**config.mk**
```make
export PLATFORM = sky130hd
export DESIGN_NAME = instr_encoder
export DESIGN_NICKNAME = d
export VERILOG_FILES = /design/src/rtl/instr_encoder.sv
export SDC_FILE = /design/constraint.sdc
export NUM_CORES = 1
export LEC_CHECK = 0
export CORE_MARGIN = 5
export CORE_UTILIZATION = 51
export CTS_BUF_LIST = sky130_fd_sc_hd__clkbuf_4 sky130_fd_sc_hd__clkbuf_8 sky130_fd_sc_hd__clkbuf_16
export DETAILED_ROUTE_END_ITERATION = 8
export PLACE_DENSITY = 0.79
export REMOVE_ABC_BUFFERS = 1
export SLEW_MARGIN = 5
export SYNTH_ARGS = -nofsm -noshare
export SYNTH_HDL_FRONTEND = slang
export SYNTH_SLANG_ARGS = --single-unit
export TNS_END_PERCENT = 1
```
**constraint.sdc**
```tcl
create_clock -name clk -period 3.3 [get_ports clk]
set_clock_uncertainty 0.05 [all_clocks]
set_input_delay 0.495 -clock clk [delete_from_list [all_inputs] [get_ports clk]]
set_output_delay 0.495 -clock clk [all_outputs]
set_load 0.1 [all_outputs]
```
**src/rtl/instr_encoder.sv**
```systemverilog
// instr_encoder: assembles symbolic MIPS commands into 32-bit words and streams them with byte addresses through a FIFO.
// Define INSTR_ENCODER_DELAY_SLOT_EN to append a NOP after every beq/j/jal.
module instr_encoder #(
    parameter int          FIFO_DEPTH = 4,
    parameter logic [31:0] BASE_ADDR  = 32'h0000_0000
) (
    input  logic        clk,
    input  logic        rstn,
    input  logic        restart,
    input  logic        in_valid,
    output logic        in_ready,
    input  logic [4:0]  in_mnem,
    input  logic [4:0]  in_rs,
    input  logic [4:0]  in_rt,
    input  logic [4:0]  in_rd,
    input  logic [4:0]  in_shamt,
    input  logic [25:0] in_imm,
    output logic        out_valid,
    input  logic        out_ready,
    output logic [31:0] out_instr,
    output logic [31:0] out_addr,
    output logic        err,
    output logic [7:0]  illegal_cnt
);
    localparam int AW = $clog2(FIFO_DEPTH);

    typedef enum logic {RUN, PAD} state_t;

    state_t          state_q, state_d;
    logic [31:0]     instr_mem_q [FIFO_DEPTH];
    logic [31:0]     addr_mem_q  [FIFO_DEPTH];
    logic [AW-1:0]   wr_ptr_q, rd_ptr_q;
    logic [AW:0]     cnt_q;
    logic [31:0]     addr_q;
    logic            err_q;
    logic [7:0]      ill_q;
    logic [5:0]      funct, op;
    logic [31:0]     enc, push_word;
    logic            legal, full, accept, pad_push, push, pop;

    always_comb begin
        funct = 6'h00;
        op    = 6'h00;
        legal = 1'b1;
        case (in_mnem)
            5'd0:  funct = 6'h20;
            5'd1:  funct = 6'h22;
            5'd2:  funct = 6'h24;
            5'd3:  funct = 6'h25;
            5'd4:  funct = 6'h2A;
            5'd5:  funct = 6'h2B;
            5'd6:  funct = 6'h21;
            5'd7:  funct = 6'h23;
            5'd8:  funct = 6'h00;
            5'd9:  funct = 6'h27;
            5'd10: op = 6'h08;
            5'd11: op = 6'h0D;
            5'd12: op = 6'h23;
            5'd13: op = 6'h2B;
            5'd14: op = 6'h04;
            5'd15: op = 6'h02;
            5'd16: op = 6'h03;
            default: legal = 1'b0;
        endcase
        // sll is the only R-type that takes shamt and ignores rs
        enc = in_mnem <= 5'd9  ? {6'h00, (in_mnem == 5'd8) ? 5'd0 : in_rs, in_rt, in_rd,
                                  (in_mnem == 5'd8) ? in_shamt : 5'd0, funct} :
              in_mnem >= 5'd15 ? {op, in_imm} :
                                 {op, in_rs, in_rt, in_imm[15:0]};
    end

    assign full      = cnt_q == (AW+1)'(FIFO_DEPTH);
    assign out_valid = cnt_q != '0;
    assign in_ready  = state_q == RUN && !full && !restart;
    assign accept    = in_valid && in_ready;
    assign pad_push  = state_q == PAD && !full && !restart;
    assign push      = (accept && legal) || pad_push;
    assign pop       = out_valid && out_ready && !restart;
    assign push_word = pad_push ? 32'h0000_0000 : enc;
    assign out_instr = out_valid ? instr_mem_q[rd_ptr_q] : 32'h0;
    assign out_addr  = out_valid ? addr_mem_q[rd_ptr_q] : 32'h0;
    assign err         = err_q;
    assign illegal_cnt = ill_q;

`ifdef INSTR_ENCODER_DELAY_SLOT_EN
    logic is_br;
    assign is_br = in_mnem == 5'd14 || in_mnem == 5'd15 || in_mnem == 5'd16;
    always_comb begin
        state_d = restart            ? RUN :
                  state_q == PAD     ? (full ? PAD : RUN) :
                  accept && legal && is_br ? PAD : RUN;
    end
`else
    always_comb begin
        state_d = RUN;
    end
`endif

    always_ff @(posedge clk or negedge rstn) begin
        if (!rstn) begin
            state_q  <= RUN;
            wr_ptr_q <= '0;
            rd_ptr_q <= '0;
            cnt_q    <= '0;
            addr_q   <= BASE_ADDR;
            err_q    <= 1'b0;
            ill_q    <= 8'h00;
        end else begin
            state_q <= state_d;
            if (restart) begin
                wr_ptr_q <= '0;
                rd_ptr_q <= '0;
                cnt_q    <= '0;
                addr_q   <= BASE_ADDR;
                err_q    <= 1'b0;
            end else begin
                if (push) begin
                    wr_ptr_q <= wr_ptr_q + 1'b1;
                    addr_q   <= addr_q + 32'd4;
                end
                if (pop)
                    rd_ptr_q <= rd_ptr_q + 1'b1;
                cnt_q <= cnt_q + (AW+1)'(push) - (AW+1)'(pop);
                if (accept && !legal) begin
                    err_q <= 1'b1;
                    ill_q <= ill_q + 8'(ill_q != 8'hFF);
                end
            end
        end
    end

    always_ff @(posedge clk) begin
        if (push) begin
            instr_mem_q[wr_ptr_q] <= push_word;
            addr_mem_q[wr_ptr_q]  <= addr_q;
        end
    end
endmodule

```
# After elaboration in Yosys (flattened, before gate mapping)
# Memories as Yosys holds them, arrays and structs flattened.
# Cells that the tools add are included.
# Widths: inputs -> output; s select.
totals:
  ff_bits: 48
  mem_bits_rw: 256
  in_bits: 56
  output_inout_bits: 75
  wordCells: 71
  mem_count: 2
classes:
  addsub: 6
  n_lt_le_gt_ge: 2
  n_eq_ne: 18
  muxes: 20
  n_bitwise: 1
  n_reduce_logical: 16
memory_table:
  columns: ["name", "words", "word_bits", "rd", "rd_ports_with_merged_regs", "write_ports", "line_no", "source"]
  rows:
  - ["addr_mem_q", 4, 32, 1, 0, 1, "31", "logic [31:0] addr_mem_q [FIFO_DEPTH];"]
  - ["instr_mem_q", 4, 32, 1, 0, 1, "30", "logic [31:0] instr_mem_q [FIFO_DEPTH];"]
op_table:
  columns: ["operator", "n"]
  rows:
  - ["$mux 32", 5]
  - ["$pmux 6 s9", 1]
  - ["$pmux 6 s7", 1]
  - ["$eq 5x4->1 const B", 8]
  - ["$add 32x3->32 const B", 1]
  - ["$mux 26", 1]
  - ["$eq 5x3->1 const B", 4]
  - ["$reduce_or 17->1", 1]
  - ["$eq 5x2->1 const B", 2]
  - ["$mux 5", 2]
  - ["$add 8x1->8", 1]
  - ["$mux 2", 4]
  - ["$ne 8x8->1 const B", 1]
  - ["$logic_and 1x1->1", 6]
  - ["$reduce_bool 2->1", 3]
  - ["$eq 5x1->1 const B", 1]
  - ["$eq 5x5->1 const B", 1]
  - ["$ge 5x4->1 const B", 1]
  - ["$le 5x4->1 const B", 1]
  - ["$logic_not 5->1", 1]
  - ["$mux 1", 5]
  - ["$add 2x1->2 const B", 2]
  - ["$add 3x1->3", 1]
  - ["$eq 3x3->1 const B", 1]
  - ["6 further kinds", 8]

# Logic depth before layout (Yosys ltp)
depth:
  word_depth: 8
  mapped_depth: 11

# Worst setup path after synthesis
# No wires, ideal clock.
synth_path:
  path_kind: "input to register"
  from: "input port in_mnem[0]"
  to: "memory addr_mem_q[1][10] (enable)"
  setup_time_ns: 0.425
  t_arrival_ns: 3.191
  required_time_ns: 2.825
  setup_slack_ns: -0.366
  cell_stages: 5
  path_buffers: 2
  path_cell_list: "buf_6 o41a_1 nor3_4 clkbuf_1 and2_1"
synth_via:
  elab_chain_cells: 6
  elab_cells_between_ends: 22
  cone_classes: "eq/ne (16); mux (3); reduce/logical (3)"
synth_lines:
  columns: ["item", "line_no", "source"]
  rows:
  - ["start: declaration", "12", "input logic [4:0] in_mnem,"]
  - ["$eq 5x4->1 (tied with other cells)", "45", "case (in_mnem)"]
  - ["$reduce_or 17->1 (no source line) (*)", null, null]
  - ["$mux 1 (*)", "45", null]
  - ["$logic_and 1x1->1 (*)", "77", "assign push = (accept && legal) || pad_push;"]
  - ["$mux 1 (*)", "133", "if (push) begin"]
  - ["$mux 1 (not written as such) (*)", "135", "addr_mem_q[wr_ptr_q] <= addr_q;"]
  - ["end: declaration", "31", null]
# Every way passes the cells marked *; elsewhere a longest branch is shown, timed or not.

# Final worst setup path
layout_path:
  from: "register rd_ptr_q[0]"
  to: "output port out_addr[3]"
layout_via:
  elab_chain_cells: 2
layout_lines:
  columns: ["item", "line_no", "source"]
  rows:
  - ["start: declaration", "32", "logic [AW-1:0] wr_ptr_q, rd_ptr_q;"]
  - ["start signal: assignment", "122", "rd_ptr_q <= rd_ptr_q + 1'b1;"]
  - ["$mem_v2 4x32", null, null]
  - ["$mux 32", "81", "assign out_addr = out_valid ? addr_mem_q[rd_ptr_q] : 32'h0;"]
  - ["end: declaration", "21", "output logic [31:0] out_addr,"]
# No other way between the ends.

==> flow_summary.json <==
{
  "htree_levels": 1,
  "io_buffers": 127,
  "finalSetupTns_ns": 0,
  "core_area_mm2": 0.02340,
  "route.detailed.drc": 0,
  "cts_buffers": 29,
  "crit_fanout": 24,
  "critPathBufInv": 2,
  "dr_wl_met3_um": 1653,
  "p_leak_uw": 0.005402,
  "route.layer.met1.wl_um": 10140,
  "ys_seq_elements": 290,
  "power.switching_uw": 4930,
  "max-slew-margin-rel_pct": 31.41,
  "nets": 924,
  "layout_common_cells": "244 x edfxtp_1, 63 x and2_1, 61 x mux4_2, 61 x buf_4, 54 x clkdlybuf4s50_1",
  "synth-edff-count": 244,
  "power_density_mw_per_mm2": 833.3,
  "fin_crit_sh_pct": 95.48,
  "drt_iter0_drc": 417,
  "layout-drive-gt1-share_pct": 26.90,
  "fin_crit_ns": 3.151,
  "vias": 6637,
  "synthCells": 708,
  "p_total_uw": 12570,
  "hold_violations": 0,
  "totalWireLength_um": 24060,
  "die_area_mm2": 0.02682,
  "slowest_stage": "dfrtp_4",
  "vdd.ir_drop.worst_mv": 0.7317,
  "cts_hold_buf": 0,
  "post_cts_resize_count": 0,
  "fin_ws_ns": 0.1490,
  "antenna_found_initial": 0,
  "postRouteAntennaNets": 0,
  "fmax_ghz": 0.3174,
  "grt_pass1_vias": 6941,
  "crit_path_end_kind": "output port",
  "place_ws_ns": 0.1315,
  "top_layer": "met4",
  "grt_pass1_wl_um": 38460,
  "crit_type": "register to output port",
  "ios": 131,
  "p_int_uw": 7640,
  "timing.rr.start": "cnt_q[1]",
  "run_status": "completed",
  "clock_latency_ns": 0.54,
  "start_util_pct": 51.53,
  "netSwitchingFraction_pct": 39.22,
  "place_congestion": 0.8122,
  "area_growth_pct": 25.08,
  "critical_path.cell_chain": "buf_4, mux4_2, and2_1, buf_12",
  "fin_util_pct": 64.46,
  "startpoint_type": "register",
  "synth_ff_type": "edfxtp_1",
  "die_y_um": 163.8,
  "synth_area_mm2": 0.01206,
  "dp_hpwl_um": 15470,
  "synth_cell_types": 53,
  "combPwrFrac_pct": 40.3,
  "grt_max_degree": 64,
  "p_clk_share_pct": 26.1,
  "synth_async_sr_flop_share_pct": 15.86,
  "worstMarginPinSlew_ns": 1.029,
  "dieWidth_um": 163.8,
  "ys_seq_area_share_pct": 70.30,
  "slew_viol_final": 0,
  "crit_arrival_ns": 2.61,
  "cts_root_buffer": "clkbuf_16",
  "setup_viol": 0,
  "cts_tree": "done",
  "final_common_cell": "edfxtp_1",
  "grt_use_total_pct": 18.27,
  "nFillCells": 1645,
  "required_ns": 2.75,
  "cap_violations": 0,
  "slowest_delay_ns": 0.77,
  "yosysWarningCount": 0,
  "cts_setup_buffers": 0,
  "syn_area_per_cell_um2": 17.03,
  "p_seq_share_pct": 33.7,
  "first_pass_iters": 5,
  "rows": 56,
  "diodes": 0,
  "rsz0062_at_grt": "false",
  "grt-ovfl-total": 0,
  "wl_met2_um": 11950,
  "cts.path.max_buffers": 3,
  "routedWlPerCell_um": 20.05,
  "vias_per_cell": 5.531,
  "crit_path_start": "rd_ptr_q[0]",
  "cts_sinks": 290,
  "crit_family": "flip-flops",
  "hp-class": "input port to asynchronous set/reset pin",
  "clk_pin_slew_ns": 0.06
}
metal layers:
layer  track usage, %  vias up
li1                 -     3036
met1            25.69     3361
met2            30.61      213
met3            3.413       27
met4            3.355        0
met5                0        -
cell usage after synthesis, drive strengths merged (7+ instances only):
cell type | n | area (um2)
edfxtp | 244 | 7327
a21oi | 12 | 60.06
xnor2 | 15 | 131.4
a22o | 10 | 87.58
buf | 13 | 76.32
inv | 9 | 33.78
clkbuf | 25 | 93.84
nor3 | 7 | 51.30
xor2 | 19 | 166.4
ha | 9 | 112.6
nand4 | 21 | 137.6
and3 | 7 | 43.79
nor2 | 40 | 150.1
mux4 | 61 | 1374
dfrtp | 46 | 1151
nand3 | 10 | 50.05
and2 | 67 | 419.2
mux2 | 8 | 90.09
nand2 | 36 | 137.6
through the flow:
stage                     instances  instance area [um2]  hold slack [ns]
after floorplan                 672                11900           0.1494
after global placement         1146                14100           0.4165
after detailed placement       1146                14100           0.4239
after CTS                      1200                15080           0.1161
after global routing           1200                15080           0.1799
final                          1200                15080          0.08417
power groups by stage:
| stage | clock, uW | combinational [uW] | sequential, uW |
|---|---|---|---|
| floorplan | 0 | 3340 | 4560 |
| global placement | 0 | 5060 | 4300 |
| detailed placement | 0 | 5100 | 4310 |
| CTS | 3330 | 5120 | 4230 |
| global route | 3500 | 5250 | 4250 |
| finish | 3280 | 5060 | 4230 |
cells by family (layout without fill, tap and decap cells):
family                     Yosys count  count (layout)  share of synthesized area [%]
DFF                                290             290                          70.30
and+or+nand+nor                    213             213                          9.731
muxes                               69              69                          12.14
buffers and inverters               47             218                          1.691
AOI/OAI and AO/OA                   44              44                          2.542
xor gates and xnor gates            34              34                          2.469
adders and majority gates           10              10                          1.100
other                                1               3                        0.03109
final cells by class:
type	count	area (um2)	share of cell area (%)
clock buffer	43	868.3	5.756
clock inverter	11	117.6	0.7797
inverter	9	33.78	0.2240
multi-input combinational	373	3398	22.53
sequential	290	8483	56.24
tap	319	399.1	2.646
timing repair buffer	155	1784	11.83
sequential cells by signal, summed over array words and instances (netlist names):
signal and count:
cnt_q 3, err 1, instr_mem_q 124, wr_ptr_q 2
illegal_cnt 8, addr_mem_q 120, addr_q 30, rd_ptr_q 2
path summary, 6_finish.rpt:
path	end	cells after the start	slack, ns
worst max-delay path	out_addr[3]	4	0.15
worst min-delay path	illegal_cnt[5]	1	0.08
worst max register to register	cnt_q[2]	10	0.59
worst min register to register	err	1	0.44
max in group asynchronous	rd_ptr_q[0]	1	2.36
min in group clk	err	1	0.44
(Power assumes the default switching activity.)
